<file path="src/rtl/alu_exec_unit.sv">
// rtl/alu_exec_unit.sv - integer execute stage: 2-stage ALU, result FIFO, CDB req/grant
//
// Purpose:
//   Accepts the oldest-ready instruction from the reservation station, computes
//   its result over two pipeline stages, queues it in a small result FIFO and
//   broadcasts the FIFO head on the CDB using a req/grant handshake.
//
// Ports:
//   clk, rst_n            clock, synchronous active-low reset
//   flush                 squash all in-flight and queued work
//   rs_ready/_slot        station offers an instruction in the given slot
//   rs_op, rs_opcode      ALU function and RISC-V major opcode
//   rs_vj, rs_vk, rs_imm  operand A, register operand B, sign-extended immediate
//   rs_rob_tag            destination ROB tag
//   execute_clear/_slot   instruction taken this cycle and its slot
//   cdb_req/grant         FIFO head valid / arbiter grant
//   cdb_tag, cdb_value    FIFO head tag and result (zero when FIFO is empty)
//   busy                  any pipeline stage or FIFO entry valid

module alu_exec_unit #(
  parameter int XLEN       = 32,
  parameter int TAG_W      = 5,
  parameter int SLOT_W     = 3,
  parameter int FIFO_DEPTH = 4
) (
  input  logic              clk,
  input  logic              rst_n,
  input  logic              flush,
  input  logic              rs_ready,
  input  logic [SLOT_W-1:0] rs_ready_slot,
  input  logic [3:0]        rs_op,
  input  logic [6:0]        rs_opcode,
  input  logic [XLEN-1:0]   rs_vj,
  input  logic [XLEN-1:0]   rs_vk,
  input  logic [XLEN-1:0]   rs_imm,
  input  logic [TAG_W-1:0]  rs_rob_tag,
  output logic              execute_clear,
  output logic [SLOT_W-1:0] execute_slot,
  output logic              cdb_req,
  input  logic              cdb_grant,
  output logic [TAG_W-1:0]  cdb_tag,
  output logic [XLEN-1:0]   cdb_value,
  output logic              busy
);

  localparam int PTR_W = (FIFO_DEPTH > 1) ? $clog2(FIFO_DEPTH) : 1;
  localparam int CNT_W = PTR_W + 1;
  localparam logic [CNT_W:0] DEPTH_C = FIFO_DEPTH[CNT_W:0];

  localparam logic [6:0] OPC_OP     = 7'b0110011;
  localparam logic [6:0] OPC_OP_IMM = 7'b0010011;
  localparam logic [6:0] OPC_LUI    = 7'b0110111;

  // Stage 1 registers
  logic              v1;
  logic [3:0]        s1_op;
  logic [6:0]        s1_opcode;
  logic [XLEN-1:0]   s1_a;
  logic [XLEN-1:0]   s1_b;
  logic [XLEN-1:0]   s1_imm;
  logic [TAG_W-1:0]  s1_tag;

  // Stage 2 registers
  logic              v2;
  logic [XLEN-1:0]   s2_result;
  logic [TAG_W-1:0]  s2_tag;

  // Result FIFO
  logic [XLEN-1:0]   fifo_value [FIFO_DEPTH];
  logic [TAG_W-1:0]  fifo_tag   [FIFO_DEPTH];
  logic [PTR_W-1:0]  wr_ptr;
  logic [PTR_W-1:0]  rd_ptr;
  logic [CNT_W-1:0]  count;

  logic [CNT_W:0]    occupancy;
  logic              push;
  logic              pop;
  logic [XLEN-1:0]   alu_result;
  logic [4:0]        shamt;

  // Every instruction already in flight owns a future FIFO entry, so counting
  // v1/v2 against the free space guarantees stage 2 can always push. A pop in
  // the same cycle is deliberately not credited, keeping this path short.
  assign occupancy = {1'b0, count} + {{CNT_W{1'b0}}, v1} + {{CNT_W{1'b0}}, v2};

  assign execute_clear = rst_n & rs_ready & ~flush & (occupancy < DEPTH_C);
  assign execute_slot  = execute_clear ? rs_ready_slot : '0;

  assign cdb_req   = (count != '0);
  assign cdb_tag   = cdb_req ? fifo_tag[rd_ptr]   : '0;
  assign cdb_value = cdb_req ? fifo_value[rd_ptr] : '0;
  assign busy      = v1 | v2 | cdb_req;

  assign push = v2 & ~flush;
  assign pop  = cdb_req & cdb_grant & ~flush;

  // Valid bits for both stages
  always_ff @(posedge clk) begin
    if (!rst_n) begin
      v1 <= 1'b0;
      v2 <= 1'b0;
    end else if (flush) begin
      v1 <= 1'b0;
      v2 <= 1'b0;
    end else begin
      v1 <= execute_clear;
      v2 <= v1;
    end
  end

  // Stage 1 payload; operand B is muxed here so stage 2 sees a single operand
  always_ff @(posedge clk) begin
    if (execute_clear) begin
      s1_op     <= rs_op;
      s1_opcode <= rs_opcode;
      s1_a      <= rs_vj;
      s1_b      <= (rs_opcode == OPC_OP_IMM) ? rs_imm : rs_vk;
      s1_imm    <= rs_imm;
      s1_tag    <= rs_rob_tag;
    end
  end

  always_comb begin
    alu_result = '0;
    shamt      = s1_b[4:0];
    case (s1_opcode)
      OPC_OP, OPC_OP_IMM: begin
        case (s1_op)
          4'd0: alu_result = s1_a + s1_b;
          // There is no SUBI; an OP-IMM with op=1 degrades to ADD
          4'd1: alu_result = (s1_opcode == OPC_OP_IMM) ? (s1_a + s1_b) : (s1_a - s1_b);
          4'd2: alu_result = s1_a << shamt;
          4'd3: alu_result = {{(XLEN-1){1'b0}}, ($signed(s1_a) < $signed(s1_b))};
          4'd4: alu_result = {{(XLEN-1){1'b0}}, (s1_a < s1_b)};
          4'd5: alu_result = s1_a ^ s1_b;
          4'd6: alu_result = s1_a >> shamt;
          4'd7: alu_result = $unsigned($signed(s1_a) >>> shamt);
          4'd8: alu_result = s1_a | s1_b;
          4'd9: alu_result = s1_a & s1_b;
          default: alu_result = '0;
        endcase
      end
      OPC_LUI: alu_result = s1_imm;
      // Unknown opcodes still complete with a zero result so the ROB entry retires
      default: alu_result = '0;
    endcase
  end

  always_ff @(posedge clk) begin
    s2_result <= alu_result;
    s2_tag    <= s1_tag;
  end

  // FIFO storage; pointers are reset, contents are not
  always_ff @(posedge clk) begin
    if (push) begin
      fifo_value[wr_ptr] <= s2_result;
      fifo_tag[wr_ptr]   <= s2_tag;
    end
  end

  always_ff @(posedge clk) begin
    if (!rst_n) begin
      wr_ptr <= '0;
      rd_ptr <= '0;
      count  <= '0;
    end else if (flush) begin
      wr_ptr <= '0;
      rd_ptr <= '0;
      count  <= '0;
    end else begin
      if (push) wr_ptr <= wr_ptr + PTR_W'(1);
      if (pop)  rd_ptr <= rd_ptr + PTR_W'(1);
      case ({push, pop})
        2'b10:   count <= count + CNT_W'(1);
        2'b01:   count <= count - CNT_W'(1);
        default: count <= count;
      endcase
    end
  end

endmodule

</file>
<file path="config.mk">
export PLATFORM = sky130hd
export DESIGN_NAME = alu_exec_unit
export DESIGN_NICKNAME = d
export VERILOG_FILES = /design/src/rtl/alu_exec_unit.sv
export SDC_FILE = /design/constraint.sdc
export NUM_CORES = 1
export LEC_CHECK = 0
export BUFFER_PORTS_ARGS = -buffer_cell sky130_fd_sc_hd__buf_2
export CAP_MARGIN = 0
export CORE_ASPECT_RATIO = 1.4
export CORE_UTILIZATION = 55
export CTS_CLUSTER_DIAMETER = 40
export DETAILED_ROUTE_END_ITERATION = 10
export GPL_TIMING_DRIVEN = 0
export PLACE_DENSITY = 0.76
export SYNTH_ARGS = -nofsm -noshare
export SYNTH_HDL_FRONTEND = slang
export SYNTH_SLANG_ARGS = --single-unit
</file>
<file path="constraint.sdc">
create_clock -name clk -period 44.5 [get_ports clk]
set_input_delay 6.675 -clock clk [delete_from_list [all_inputs] [get_ports clk]]
set_output_delay 6.675 -clock clk [all_outputs]
set_load 0.02 [all_outputs]
</file>
== Yosys cells after proc, flatten, opt, wreduce, memory -nomap -nowiden ==
Memories as Yosys holds them, arrays and structs flattened. A register that Yosys moved wholly into a read port is not among the register bits.
Index checks and enable logic that the tools add are counted.

* Flip-flop bits (word level): 158
* Memory bits (writable): 148
* Bits of input ports: 120
* Output and inout port bits: 43
* Word-level logic and storage cells: 76
* Memories: 2

* Add/subtract/negate cells: 8
* Magnitude comparators: 3
* Equal/unequal tests: 15
* Shift operators: 3
* Mux-type cells: 14
* Bitwise logic cells: 13
* Reductions and logical operators: 5

{| class="wikitable"
|+ Memories
! name !! words !! width !! rd ports !! clocked after Yosys merged registers in !! wr ports !! RTL line !! source
|-
| fifo_value || 4 || 32 || 1 || 1 || 1 || 69 || <nowiki>logic [XLEN-1:0] fifo_value [FIFO_DEPTH];</nowiki>
|-
| fifo_tag || 4 || 5 || 1 || 1 || 1 || 70 || <nowiki>logic [TAG_W-1:0] fifo_tag [FIFO_DEPTH];</nowiki>
|}

{| class="wikitable"
|+ Operator list
! operator !! number
|-
| case mux 32 bit (10 select lines) || 1
|-
| two-way mux 32 bit || 3
|-
| less-than comparator 32 bit || 2
|-
| case mux 32 bit (2 select lines) || 1
|-
| adder 32 bit || 1
|-
| AND 32 bit || 1
|-
| OR 32 bit || 1
|-
| left shift 32 x 5 -> 32 bit || 1
|-
| >> shifter 32 x 5 -> 32 bit || 1
|-
| >>> shifter 32 x 5 -> 32 bit || 1
|-
| subtractor 32 bit || 1
|-
| bitwise XOR 32 bit || 1
|-
| == test 4 x 3 -> 1 bit (second input constant) || 4
|-
| == test 7 x 5 -> 1 bit (second input constant) || 2
|-
| == test 7 x 6 -> 1 bit (second input constant) || 2
|-
| == test 4 x 2 -> 1 bit (second input constant) || 2
|-
| == test 4 bit (second input constant) || 2
|-
| two-way mux 2 bit || 4
|-
| AND 1 bit || 6
|-
| case mux 3 bit (2 select lines) || 1
|-
| two-way mux 5 bit || 1
|-
| adder 2 x 1 -> 2 bit (second input constant) || 2
|-
| adder 3 x 1 -> 4 bit || 1
|-
| adder 4 x 1 -> 4 bit || 1
|-
| other kinds (14) || 18
|}

== Longest topological paths before layout ==
* Depth in word-level cells: 5
* Gate-level depth with buffers: 16

== Worst setup path after synthesis ==
Ideal clock, no wire load.

* Path kind: in2out
* Start: input port flush
* End: output port execute_slot[0]
* Arrival: 20079 ps
* Required time: 37825 ps
* Path slack: 17746 ps
* Cell stages on the path: 3
* Cell sequence: nand2b_1 > nor4b_1 > and2_1

* Cells in the longest elaborated chain, start to end: 4

{| class="wikitable"
|+ RTL lines
! element !! RTL line !! source
|-
| start: declaration || 28 || <nowiki>input logic flush,</nowiki>
|-
| inverter 1 bit || 86 || <nowiki>assign execute_clear = rst_n & rs_ready & ~flush & (occupancy < DEPTH_C);</nowiki>
|-
| AND 1 bit (2 in a row) || 86 ||
|-
| net execute_clear || 37 || <nowiki>output logic execute_clear,</nowiki>
|-
| two-way mux 3 bit || 87 || <nowiki>assign execute_slot = execute_clear ? rs_ready_slot : '0;</nowiki>
|-
| end: declaration || 38 || <nowiki>output logic [SLOT_W-1:0] execute_slot,</nowiki>
|}

The timed path passes the listed nets, and every way through them passes these cells.

== Final worst setup path ==
* Start: input port flush
* End: output port execute_clear

* Cells in the longest elaborated chain, start to end: 3

{| class="wikitable"
|+ RTL lines
! element !! RTL line
|-
| inverter 1 bit || 86
|-
| AND 1 bit (2 in a row) || 86
|-
| end: declaration || 37
|}

No other way between the ends.

==> results.py <==
metrics = {
    "power": {
        "ir_drop_v": 0.0000366,
        "finalPower_w": 0.000740,
        "powerDensity_mw_per_mm2": 33.2,
        "p_leak_nw": 8.65,
    },
    "flow_run": {
        "cap_violations": 0,
    },
    "yosys": {
        "ys.flop_type": "edfxtp_1",
        "synth_seq_cells": 308,
        "ys.warnings.count": 0,
        "synth-xor-area-share_pct": 1.21,
        "synth-edff-count": 260,
        "synth-compound-area-share_pct": 18.0,
        "syn-cell-area_mm2": 0.0195,
        "synth-simple-area-share_pct": 11.8,
        "synthesis.instances": 1857,
        "synth_cell_type_count": 90,
        "synthArstFlopShare_pct": 0,
        "synthTopCellsByArea": "edfxtp_1 (40%), ha_1 (6.6%), mux4_2 (6.6%)",
        "synth_mux_area_share_pct": 12.5,
        "synth_fa_ha_area_share_pct": 6.92,
        "synth_top_cell_area_share_pct": 40.0,
        "syn_avg_cell_area_um2": 10.5,
        "synth_nets": 2083,
        "synth-seq-area-share_pct": 45.0,
        "yosysTopAreaCell": "edfxtp_1",
        "synth_top_family_by_area": "compound AO/OA/AOI/OAI gates",
    },
    "placed_design": {
        "dpl.hpwl_um": 60700,
        "gp_congestion": 1.03,
        "port_buffers": 162,
    },
    "worst_setup_path": {
        "crit_type": "input port to output pin",
        "cp-start-kind": "input port",
        "cp.arrival_ns": 8.94,
        "path_max_fanout": 10,
        "required_ns": 37.83,
        "setup.worst_path.end_class": "output pin",
    },
    "final_layout": {
        "drive_gt1_share_pct": 18.9,
        "final_common_cell": "edfxtp_1",
        "area_growth_pct": 14.4,
        "final_cell_mix": "edfxtp_1 (260), buf_2 (182), a21oi_1 (162), nand2_1 (147), nor2_1 (138)",
        "diodes": 0,
        "fin_nets": 2303,
    },
    "global_route": {
        "grt_antenna_before_repair": 1,
        "grt_first_pass_wirelength_um": 116000,
        "grt_max_degree": 28,
        "grt-ovfl-total": 0,
        "grt_util_all_layers_pct": 44.4,
        "grt_pass1_vias": 17600,
    },
    "timing": {
        "max_freq_mhz": 64.0,
        "slew_viol_final": 0,
        "whs_ns": 0.345,
        "fin_crit_ns": 15.62,
        "worst_clock_skew_ns": 0.0152,
        "rsz0062_at_grt": "no",
        "fin_setup_tns_ns": 0,
        "final.period_utilization_pct": 35.1,
        "slew_headroom_pct": 6.37,
        "worst_pin_slew_ns": 1.39,
        "setup_viol": 0,
        "final_hold_viol_count": 0,
    },
    "status": {
        "status": "finished, final reports clean",
    },
    "floorplan": {
        "fp-row-count": 81,
        "die_w_um": 161,
        "core_mm2": 0.0350,
        "initial_core_util_pct": 55.8,
        "ios": 163,
        "die-area_mm2": 0.0362,
        "die_h_um": 225,
    },
    "clock_tree": {
        "ctsResizeCount": 0,
        "cts-root-buf": "clkbuf_16",
        "clk_pin_slew_ns": 0.07,
        "clockBufferDepth": 3,
        "ctsHoldBuffers": 0,
        "clock_sinks": 308,
        "insertion_delay_ns": 0.54,
        "post_cts_buffers": 0,
        "cts_tree": "built",
        "numCtsBuffers": 36,
        "h-tree-depth": 2,
    },
    "drt": {
        "routed_wl_um": 80400,
        "via_per_inst": 6.90,
        "drc": 0,
        "dr.pass1.iters": 6,
        "wl_per_cell_um": 31.4,
        "ant_nets": 0,
        "via_count": 17700,
        "drt_iter0_drc": 2101,
    },
    "min_path": {
        "min-delay-path-class": "flop to flop",
    },
}
-- metal layers --
metal | GRT usage (%) | vias up | share of wire (%)
met2 | 74.2 | 1388 | 47
met1 | 49.2 | 8425 | 34
met3 | 8.46 | 415 | 9.3
met5 | 0 | - | 0.012
li1 | - | 7428 | -
met4 | 36.3 | 2 | 9.7
-- path summary, 6_finish.rpt --
kind	endpoint	depth (start not counted)	slack [ns]	startpoint
max reg2reg	s2_result[0]$_DFF_P_	16	38.54	s1_b[3]$_DFFE_PP_
min	s2_tag[0]$_DFF_P_	0	0.34	s1_tag[0]$_DFFE_PP_
min reg2reg	s2_tag[0]$_DFF_P_	0	0.34	s1_tag[0]$_DFFE_PP_
max	execute_clear	11	28.88	flush
-- worst max-delay path: stages --
cell and delay [ns]:
buf_2 0.12, nand2b_1 0.18, nor4b_2 0.28, buf_4 0.25
buf_4 0.22, buf_6 0.18, buf_4 0.21, buf_4 0.21
buf_4 0.21, buf_4 0.20, buf_2 0.18
-- synth_stat cells (all sizes together), types with 8 or more instances --
| master | number |
|---|---|
| a22oi | 19 |
| o21bai | 18 |
| dfxtp | 48 |
| a31oi | 17 |
| or3 | 11 |
| a211oi | 31 |
| buf | 40 |
| o21ai | 127 |
| o221ai | 16 |
| a221oi | 19 |
| nand2b | 13 |
| o22ai | 8 |
| and2 | 55 |
| a221o | 8 |
| inv | 104 |
| clkbuf | 85 |
| a21oi | 163 |
| mux4 | 57 |
| and3 | 8 |
| xnor2 | 19 |
| nand2 | 147 |
| ha | 103 |
| edfxtp | 260 |
| nand3 | 20 |
| mux2i | 70 |
| nor3 | 35 |
| xor2 | 8 |
| a21o | 18 |
| nor2 | 140 |
| nor2b | 11 |
| nor4 | 8 |
| mux2 | 40 |
| o211ai | 19 |
-- report_power, final --
part	internal (W)	total [W]	switching, W
clock network	0.000167	0.000297	0.000130
logic	0.0000398	0.000117	0.0000775
registers	0.000318	0.000326	0.00000782
-- per-stage QoR --
step	utilization, %	setup WS (ns)	instance area [um^2]	std cells
after global routing	63.8	28.88	22300	2560
after detailed placement	60.4	28.96	21100	2495
final	63.8	28.88	22300	2560
after global placement	59.7	12.75	20900	2475
after floorplan	-	17.75	19500	1857
after CTS	63.8	28.93	22300	2560
-- flip-flops by register name, summed over array words and instances (netlist names), 2 cells and up, named ones only --
name,flops
wr_ptr,2
s1_tag,5
count,3
s1_op,4
fifo_value,128
s2_result,32
fifo_tag,20
s1_imm,32
s2_tag,5
s1_opcode,7
rd_ptr,2
s1_b,32
s1_a,32
-- cell families (layout without fill, tap and decap cells) --
| group | Yosys count | in the layout |
|---|---|---|
| compound gates | 540 | 540 |
| xor+xnor | 27 | 27 |
| fa+ha+maj | 106 | 106 |
| buf+inv | 231 | 478 |
| flops | 308 | 308 |
| mux | 167 | 167 |
| simple gates | 478 | 478 |
-- area by class of cell --
type                       instances  area, um^2
multi-input combinational       1318        9850
buffer                           125         514
clock buffer                      43         937
fill                            2669       12700
inverter                         106         398
timing repair buffer             182        1020
tap                              456         571
sequential                       308        8770
clock inverter                    22         248
No activity file was read; power rests on OpenSTA's default activity.
